`src/rtl/outsched_pkg.sv`:
```
// rtl/outsched_pkg.sv - shared types and helpers for the output scheduler
package outsched_pkg;

    typedef enum logic [2:0] {
        IDLE,
        ARB,
        ISSUE,
        CAPT,
        SEND,
        DONE
    } sched_state_e;

    localparam int OUTSCHED_TIMEOUT_DEFAULT = 1024;

    function automatic int pid_width(input int nprocess);
        return (nprocess > 1) ? $clog2(nprocess) : 1;
    endfunction

    function automatic int len_width(input int addr_width);
        return $clog2(addr_width) + 1;
    endfunction

endpackage

```
`src/rtl/rr_arbiter.sv`:
```
// rtl/rr_arbiter.sv - combinational round-robin pick starting after the last grant
module rr_arbiter
    import outsched_pkg::*;
#(
    parameter int NPROCESS  = 11,
    parameter int PID_WIDTH = pid_width(NPROCESS)
) (
    input  logic [NPROCESS-1:0]  i_req,
    input  logic [PID_WIDTH-1:0] i_last,
    output logic [NPROCESS-1:0]  o_grant,
    output logic [PID_WIDTH-1:0] o_pid
);

    logic w_found;

    always_comb begin
        o_grant = '0;
        o_pid   = '0;
        w_found = 1'b0;
        for (int i = 1; i <= NPROCESS; i++) begin
            if (!w_found && i_req[(int'(i_last) + i) % NPROCESS]) begin
                w_found = 1'b1;
                o_grant[(int'(i_last) + i) % NPROCESS] = 1'b1;
                o_pid = PID_WIDTH'((int'(i_last) + i) % NPROCESS);
            end
        end
    end

endmodule

```
`src/rtl/output_scheduler.sv`:
```
// rtl/output_scheduler.sv - round-robin flush sequencer from output memory to display sink
// Optional send timeout enabled by OUTSCHED_TIMEOUT_EN.
module output_scheduler
    import outsched_pkg::*;
#(
    parameter int DATA_WIDTH = 32,
    parameter int ADDR_WIDTH = 1024,
    parameter int NPROCESS   = 11,
    parameter int PID_WIDTH  = pid_width(NPROCESS),
    parameter int LEN_WIDTH  = len_width(ADDR_WIDTH)
`ifdef OUTSCHED_TIMEOUT_EN
    , parameter int TIMEOUT_CYCLES = OUTSCHED_TIMEOUT_DEFAULT
`endif
) (
    input  logic                  clock,
    input  logic                  reset,
    input  logic                  flush_req,
    input  logic [PID_WIDTH-1:0]  flush_pid,
    input  logic [LEN_WIDTH-1:0]  flush_len,
    output logic [NPROCESS-1:0]   pending,
    output logic                  flush_done,
    output logic [PID_WIDTH-1:0]  done_pid,
    output logic                  auto,
    output logic [DATA_WIDTH-1:0] adress,
    output logic [DATA_WIDTH-1:0] ReadpId,
    output logic                  out,
    input  logic [DATA_WIDTH-1:0] dataout,
    output logic                  disp_valid,
    output logic [DATA_WIDTH-1:0] disp_data,
    output logic [PID_WIDTH-1:0]  disp_pid,
    input  logic                  disp_ready,
    output logic                  timeout_err
);

    localparam logic [LEN_WIDTH-1:0] MAX_LEN = LEN_WIDTH'(ADDR_WIDTH);

    sched_state_e          r_state;
    sched_state_e          w_next_state;
    logic [NPROCESS-1:0]   r_pending;
    logic [LEN_WIDTH-1:0]  r_len [NPROCESS];
    logic [PID_WIDTH-1:0]  r_rr_ptr;
    logic [PID_WIDTH-1:0]  r_cur_pid;
    logic [LEN_WIDTH-1:0]  r_cur_len;
    logic [LEN_WIDTH-1:0]  r_cnt;
    logic [DATA_WIDTH-1:0] r_adress;
    logic [DATA_WIDTH-1:0] r_readpid;
    logic [DATA_WIDTH-1:0] r_disp_data;
    logic [PID_WIDTH-1:0]  r_disp_pid;

    logic [NPROCESS-1:0]   w_grant;
    logic [PID_WIDTH-1:0]  w_grant_pid;
    logic                  w_flush_ok;
    logic [LEN_WIDTH-1:0]  w_clamped;
    logic [NPROCESS-1:0]   w_set;
    logic [NPROCESS-1:0]   w_clr;
    logic [LEN_WIDTH-1:0]  w_cnt_inc;
    logic                  w_timeout;
    logic                  w_advance;

    rr_arbiter #(
        .NPROCESS  (NPROCESS),
        .PID_WIDTH (PID_WIDTH)
    ) u_arb (
        .i_req   (r_pending),
        .i_last  (r_rr_ptr),
        .o_grant (w_grant),
        .o_pid   (w_grant_pid)
    );

    // The pending bit doubles as the duplicate filter, including during DONE
    assign w_flush_ok = flush_req && (int'(flush_pid) < NPROCESS) && !r_pending[flush_pid];
    assign w_clamped  = (flush_len > MAX_LEN) ? MAX_LEN : flush_len;
    assign w_set      = w_flush_ok ? (NPROCESS'(1) << flush_pid) : '0;
    assign w_clr      = (r_state == DONE) ? (NPROCESS'(1) << r_cur_pid) : '0;
    assign w_cnt_inc  = r_cnt + LEN_WIDTH'(1);
    assign w_advance  = (r_state == SEND) && (disp_ready || w_timeout);

`ifdef OUTSCHED_TIMEOUT_EN
    localparam int TO_W = $clog2(TIMEOUT_CYCLES + 1);

    logic [TO_W-1:0] r_to_cnt;
    logic            r_timeout_err;

    assign w_timeout   = (r_state == SEND) && !disp_ready &&
                         (r_to_cnt == TO_W'(TIMEOUT_CYCLES - 1));
    assign timeout_err = r_timeout_err;

    always_ff @(posedge clock or posedge reset) begin
        if (reset) begin
            r_to_cnt      <= '0;
            r_timeout_err <= 1'b0;
        end else begin
            if (r_state == SEND && !disp_ready && !w_timeout)
                r_to_cnt <= r_to_cnt + TO_W'(1);
            else
                r_to_cnt <= '0;
            if (w_timeout)
                r_timeout_err <= 1'b1;
        end
    end
`else
    assign w_timeout   = 1'b0;
    assign timeout_err = 1'b0;
`endif

    always_ff @(posedge clock or posedge reset) begin
        if (reset)
            r_state <= IDLE;
        else
            r_state <= w_next_state;
    end

    always_comb begin
        w_next_state = r_state;
        case (r_state)
            IDLE:  if (|r_pending) w_next_state = ARB;
            ARB: begin
                if (|w_grant)
                    w_next_state = (r_len[w_grant_pid] == '0) ? DONE : ISSUE;
                else
                    w_next_state = IDLE;
            end
            ISSUE: w_next_state = CAPT;
            CAPT:  w_next_state = SEND;
            SEND: begin
                if (w_advance)
                    w_next_state = (w_cnt_inc == r_cur_len) ? DONE : ISSUE;
            end
            DONE:    w_next_state = IDLE;
            default: w_next_state = IDLE;
        endcase
    end

    always_ff @(posedge clock or posedge reset) begin
        if (reset) begin
            r_pending   <= '0;
            r_rr_ptr    <= PID_WIDTH'(NPROCESS - 1);
            r_cur_pid   <= '0;
            r_cur_len   <= '0;
            r_cnt       <= '0;
            r_adress    <= '0;
            r_readpid   <= '0;
            r_disp_data <= '0;
            r_disp_pid  <= '0;
            for (int i = 0; i < NPROCESS; i++)
                r_len[i] <= '0;
        end else begin
            r_pending <= (r_pending & ~w_clr) | w_set;
            if (w_flush_ok)
                r_len[flush_pid] <= w_clamped;
            case (r_state)
                ARB: begin
                    if (|w_grant) begin
                        r_cur_pid <= w_grant_pid;
                        r_rr_ptr  <= w_grant_pid;
                        r_cur_len <= r_len[w_grant_pid];
                        r_cnt     <= '0;
                        if (r_len[w_grant_pid] != '0) begin
                            r_adress  <= '0;
                            r_readpid <= DATA_WIDTH'(w_grant_pid);
                        end
                    end
                end
                CAPT: begin
                    r_disp_data <= dataout;
                    r_disp_pid  <= r_cur_pid;
                end
                SEND: begin
                    if (w_advance) begin
                        r_cnt <= w_cnt_inc;
                        if (w_cnt_inc != r_cur_len)
                            r_adress <= DATA_WIDTH'(w_cnt_inc);
                    end
                end
                default: ;
            endcase
        end
    end

    assign pending    = r_pending;
    assign auto       = (r_state == ISSUE);
    assign out        = (r_state != IDLE);
    assign disp_valid = (r_state == SEND);
    assign flush_done = (r_state == DONE);
    assign done_pid   = flush_done ? r_cur_pid : '0;
    assign adress     = r_adress;
    assign ReadpId    = r_readpid;
    assign disp_data  = r_disp_data;
    assign disp_pid   = r_disp_pid;

endmodule

```
`config.mk`:
```
export PLATFORM = sky130hd
export DESIGN_NAME = output_scheduler
export DESIGN_NICKNAME = d
export VERILOG_FILES = /design/src/rtl/outsched_pkg.sv /design/src/rtl/rr_arbiter.sv /design/src/rtl/output_scheduler.sv
export SDC_FILE = /design/constraint.sdc
export NUM_CORES = 1
export LEC_CHECK = 0
export CAP_MARGIN = 25
export CORE_UTILIZATION = 23
export DETAILED_ROUTE_END_ITERATION = 8
export GPL_ROUTABILITY_DRIVEN = 1
export PLACE_DENSITY = 0.4
export SYNTH_ARGS = -nofsm -noshare
export SYNTH_HDL_FRONTEND = slang
export SYNTH_SLANG_ARGS = --single-unit
```
`constraint.sdc`:
```
create_clock -name clock -period 10.8 [get_ports clock]
set_input_delay 2.16 -clock clock [delete_from_list [all_inputs] [get_ports clock]]
set_output_delay 2.16 -clock clock [all_outputs]
set_load 0.1 [all_outputs]
```
# == Word-level counts from Yosys, hierarchy flattened ==
# Cells that the tools add are included.
# op_classes
n_lt_le_gt_ge,28
bitwise,15
eq_ne,12
n_div,11
n_shift,2
n_mux,113
n_reduce_logical,48
add_sub_neg,12
# op_table
op,n
">= comparator 32 x 1 -> 1 bit, second input constant",11
"< comparator 32 x 6 -> 1 bit, second input constant",11
"modulo 32 x 5 -> 32 bit, second input constant",11
two-way mux 11 bit,19
two-way mux 32 bit,4
bitwise mux 121 bit,1
bitwise OR 11 bit,11
case mux 32 bit (2 select lines),1
binary-select mux 1 bit (select 4 bit),12
two-way mux 4 bit,12
binary-select mux 11 bit (select 4 bit),1
demux 1 bit (select 4 bit),11
demux 11 bit (select 4 bit),1
two-way mux 1 bit,44
logical AND 1 bit,25
case mux 11 bit (2 select lines),1
OR reduction 11 bit,2
"left shift 1 x 4 -> 11 bit, first input constant",2
"adder 4 x 3 -> 5 bit, second input constant",4
"adder 4 x 4 -> 5 bit, second input constant",4
two-way mux 3 bit,5
case mux 3 bit (5 select lines),1
"adder 11 x 1 -> 11 bit, second input constant",1
bitwise AND 11 bit,1
25 further kinds,45
# word_totals
wordCells,262
output_inout_bits,120
ff_bits,237

# == Longest topological paths before layout ==
# logic_depth
depth_word,44
ltp_mapped,39
ltp_nobuf,26

# == Cells and area by module ==
# Synthesis repeated with hierarchy kept, for this count alone.
# hier_totals
hier_cells,2156
hier_area_um2,19306.0
# by_module_without_submodules
mod,n_inst,seq_area_each_um2,area_per_inst_um2,cells_per_inst
output_scheduler,1,5357.6,10318.6,827
rr_arbiter,1,0.0,8987.4,1329

# == Worst setup path before layout ==
# No wires, ideal clock.
# synth_timing
path_type,register to register
startpoint,register r_rr_ptr[0]
endpoint,register r_readpid[0] (netlist: ReadpId[0])
n_path_buf,11
arrival_ns,9.271
required_ns,10.674
path_slack_ns,1.403
path_stages_with_launch,38
synth_period_minus_slack_ns,9.397
cell_sequence,dfrtp_1 -> buf_2 -> inv_1 -> clkbuf_1 -> clkbuf_1 -> clkbuf_1 -> buf_1 -> buf_1 -> ha_1 -> clkbuf_1 -> inv_1 -> clkbuf_1 -> ha_1 -> nor4_1 -> o31ai_1 -> and2_1 -> ha_1 -> o21ai_0 -> (+2 left out) -> or2_2 -> clkbuf_1 -> mux2_2 -> a2111o_1 -> nand4b_1 -> or3_4 -> or3_4 -> nor3_2 -> o211a_1 -> buf_2 -> mux2_2 -> a221oi_1 -> a311oi_1 -> a311oi_1 -> nand4_1 -> and2_1 -> buf_6 -> mux2_4
# synth_between
elab_chain_len,42
word_cells_on_any_way,179
# synth_lines
element,line,rtl
start: declaration,output_scheduler.sv:41,logic [PID_WIDTH-1:0] r_rr_ptr;
start signal: assignment,output_scheduler.sv:137,r_rr_ptr <= PID_WIDTH'(NPROCESS - 1);
start signal: assignment,output_scheduler.sv:155,r_rr_ptr <= w_grant_pid;
adder 4 x 1 -> 5 bit,"rr_arbiter.sv:21, rr_arbiter.sv:23, rr_arbiter.sv:24",
modulo 32 x 5 -> 32 bit,"rr_arbiter.sv:21, rr_arbiter.sv:23, rr_arbiter.sv:24",
binary-select mux 1 bit (select 4 bit),rr_arbiter.sv:21,if (!w_found && i_req[(int'(i_last) + i) % NPROCESS]) begin
two-way mux 1 bit (not written as such) (2 in a row),rr_arbiter.sv:21,
two-way mux 1 bit,rr_arbiter.sv:21,
zero test 1 bit,rr_arbiter.sv:21,
logical AND 1 bit,rr_arbiter.sv:21,
two-way mux 1 bit,rr_arbiter.sv:21,
(+24 left out),--,
zero test 1 bit,rr_arbiter.sv:21,
logical AND 1 bit,rr_arbiter.sv:21,
two-way mux 4 bit,rr_arbiter.sv:21,
inverter 4 -> 5 bit (not written as such),output_scheduler.sv:158,if (r_len[w_grant_pid] != '0) begin
binary-select mux 11 bit (select 4 bit),output_scheduler.sv:158,
two-way mux 11 bit (not written as such) (2 in a row),output_scheduler.sv:158,
nonzero test 11 bit,output_scheduler.sv:158,
AND reduction 3 bit (no source line),--,
end signal: assignment,output_scheduler.sv:160,r_readpid <= DATA_WIDTH'(w_grant_pid);
end: declaration,output_scheduler.sv:46,logic [DATA_WIDTH-1:0] r_readpid;
# Several ways; a longest one is shown, not always the timed one. The select of a mux whose other input is x is not followed.
# A chain may end at the register's enable or synchronous reset.

# == Worst setup path after layout ==
# layout_timing
startpoint,register r_rr_ptr[0]
endpoint,register r_readpid[1] (netlist: ReadpId[1])
# The elaborated chain is that of the path after synthesis.

==> run_results.csv <==
group,metric,value,unit
synthesis,synth_seq_cells,214,
grt,grt_pass1_wl,114000,µm
worst_setup_path,critical_path_buf_inv_count,2,
die,io_pins,171,
synthesis,synthDistinctLibCells,105,
worst_setup_path,critPathSlowestCell,"o41ai_4",
layout,diodes,0,
clock_network,cts_hold_buf,0,
clock_network,clock_latency,0.54,ns
timing,fin_crit,9.88,ns
grt,antenna_found_initial,1,
routing,drt-wirelength-per-cell,23.0,µm
layout,final_nets,2308,
routing,first_pass_iters,5,
die,dieWidth,284,µm
status,outcome,"finished, final reports clean",
timing,skew,0.0111,ns
die,die_h,284,µm
timing,drv_slew,0,
timing,finalSetupViolations,0,
timing,fin_setup_tns,0,ns
clock_network,cts_resized,0,
layout,fillers,8437,
routing,drt-total-wl,75300,µm
die,rows,102,
worst_setup_path,cp_top_family,"compound AO/OA/AOI/OAI gates",
clock_network,numClockSinks,214,
worst_setup_path,crit_path_frequent_cell,"ha_1",
routing,drt-initial-drc-count,1587,
timing,slew_headroom,25.3,%
timing,hold_violations,0,
worst_setup_path,cp_slowest_stage_delay,0.88,ns
routing,route.detailed.drc,0,
grt,grt_remaining_overflow,0,
synthesis,ys_warn_count,0,
grt,grt_max_degree,138,
synthesis,netlist_instances,2142,
worst_setup_path,worstSetupEndpointType,"register",
clock_network,clockBufferDepth,3,
clock_network,post_cts_buffers,0,
worst_setup_path,cp.required,11.21,ns
synthesis,yosysSeqAreaShare,29.3,%
clock_network,cts_max_level,1,
clock_network,cts_tree,"built",
clock_network,cts-buffers-inserted,26,
clock_network,clock-root-buffer,"clkbuf_16",
layout,mostFrequentLayoutCell,"nand2_1",
grt,grt_pass1_vias,17300,
placed_design,port_buffers,120,
routing,vias,17700,
run,max-cap-violations,0,
routing,ant_nets,0,
layout,areaGrowthSynthToFinish,17.3,%
grt,grt_usage,18.1,%
synthesis,synth-edff-count,0,
timing,tightest_slew,1.12,ns
worst_setup_path,crit_fanout,28,
worst_setup_path,worstPathArrival,10.29,ns
die,start_util,23.4,%
worst_setup_path,worst_setup_path_start_kind,"register",
layout,layout-drive-gt1-share,15.4,%
synthesis,ys_async_sr_fraction,100,%
timing,max_freq,0.101,GHz
synthesis,avgSynthCellArea,8.52,µm²
layout,layout_common_cells,"nand2_1, dfrtp_1, mux2_2",
hold_path,hold_path_class,"register to register",
placed_design,gp_congestion,0.927,
timing,fin_crit_sh,91.5,%
layout,final_area,0.0214,mm²
placed_design,place_hpwl,56000,µm
clock_network,clk_transition_reported_paths,0.06,ns
timing,rsz0062_at_grt,"false",
synthesis,syn_area,0.0183,mm²
synthesis,ys_dominant_reg_cell,"dfrtp_1",
routing,routed_via_density,5.39,
worst_setup_path,crit_type,"register to register",
die,die_area,0.0805,mm²
die,core_area,0.0780,mm²
placed_design,placed_area,0.0205,mm²
## area by class of cell
type / count / area, µm² / area share [%]
clock buffers: 38 / 777 / 3.63
inverters: 69 / 267 / 1.24
multi-input cells: 1719 / 11900 / 55.5
clock inverters: 9 / 101 / 0.473
flip-flops and latches: 214 / 5360 / 25.0
well taps: 1040 / 1300 / 6.07
repair buffers: 184 / 1730 / 8.10
## worst reg2reg max path, stage by stage, from the launching register on
cell	delay, ns
dfrtp_4	0.65
inv_2	0.11
ha_1	0.38
xnor2_1	0.45
clkinv_1	0.35
ha_1	0.42
a21oi_1	0.28
a211oi_1	0.17
nor2_1	0.34
ha_1	0.44
nor4_1	0.16
o41ai_4	0.88
mux2_2	0.42
a222oi_1	0.60
a21oi_1	0.33
and2_1	0.45
a221oi_1	0.35
o31ai_1	0.18
or2_2	0.45
nand2_2	0.32
mux4_2	0.55
or3_1	0.35
a31oi_1	0.22
nand4_1	0.26
and2_1	0.33
mux2_4	0.33
## logic make-up (layout without fill, tap and decap cells)
family | count (synthesis) | in the layout | synth area share, %
AO/OA/AOI/OAI | 664 | 664 | 25.8
AND/OR/NAND/NOR | 699 | 699 | 18.9
other | 1 | 50 | 0.0205
multiplexers | 210 | 210 | 13.5
adder cells (fa/ha/maj) | 44 | 44 | 3.01
XOR/XNOR | 52 | 52 | 2.54
buffers and inverters | 258 | 300 | 6.79
flip-flops | 214 | 214 | 29.3
## routing by layer
layer / wire, µm / share of wire (%) / global-route usage, %
met1: 32700 / 44 / 23.6
met2: 37000 / 49 / 31.6
met3: 3260 / 4.3 / 1.64
met4: 2240 / 3.0 / 5.59
met5: 0 / 0 / 0
## cell usage after synthesis (20+ instances only)
| library cell | number | area, µm² |
|---|---|---|
| mux2_2 | 146 | 1640 |
| nor2_1 | 121 | 454 |
| a211oi_1 | 31 | 233 |
| nor2b_1 | 25 | 156 |
| a21oi_1 | 108 | 541 |
| o21ai_0 | 146 | 731 |
| buf_2 | 37 | 185 |
| inv_1 | 64 | 240 |
| nand2_1 | 229 | 860 |
| o22ai_1 | 22 | 138 |
| or3_1 | 21 | 131 |
| a31oi_1 | 26 | 163 |
| o211ai_1 | 28 | 210 |
| mux2i_1 | 46 | 460 |
| nor3_1 | 56 | 280 |
| clkbuf_1 | 78 | 293 |
| buf_4 | 54 | 405 |
| ha_1 | 43 | 538 |
| a21o_1 | 20 | 150 |
| o2111ai_1 | 21 | 184 |
| nand3_1 | 65 | 325 |
| nand2b_1 | 41 | 257 |
| xnor2_1 | 42 | 368 |
| and2_1 | 27 | 169 |
| dfrtp_1 | 212 | 5310 |
## path summary, 6_finish.rpt
kind,start,to,slack [ns],depth (start not counted)
setup reg to reg,r_rr_ptr[0],ReadpId[1],0.92,25
setup / recovery,r_rr_ptr[0],ReadpId[1],0.92,25
min in group asynchronous,reset,disp_data[13],1.96,2
hold reg to reg,r_len[48],r_len[48],0.47,2
max in group asynchronous,reset,r_len[75],7.37,5
hold / removal,r_len[48],r_len[48],0.47,2
## flip-flops by register name, summed over array words and instances (netlist names), 4 cells and up
signal / cells
r_rr_ptr: 4
disp_pid: 4
adress: 11
r_len: 121
ReadpId: 4
disp_data: 32
r_cur_len: 11
r_cnt: 11
pending: 11
## per-stage QoR
| stage | std cells | util, % | hold slack (ns) | setup WS, ns |
|---|---|---|---|---|
| final | 3273 | 27.5 | 0.475 | 0.922 |
| after global routing | 3273 | 27.5 | 0.512 | 0.268 |
| after CTS | 3271 | 27.4 | 0.487 | 1.07 |
| after detailed placement | 3224 | 26.3 | 0.474 | 1.08 |
| after global placement | 3224 | 26.3 | 0.469 | 1.22 |
| after floorplan | 2191 | - | 0.444 | 1.40 |
Power is not shown: default switching activity piles up to over one toggle a cycle in this logic, so the estimate is an artifact.
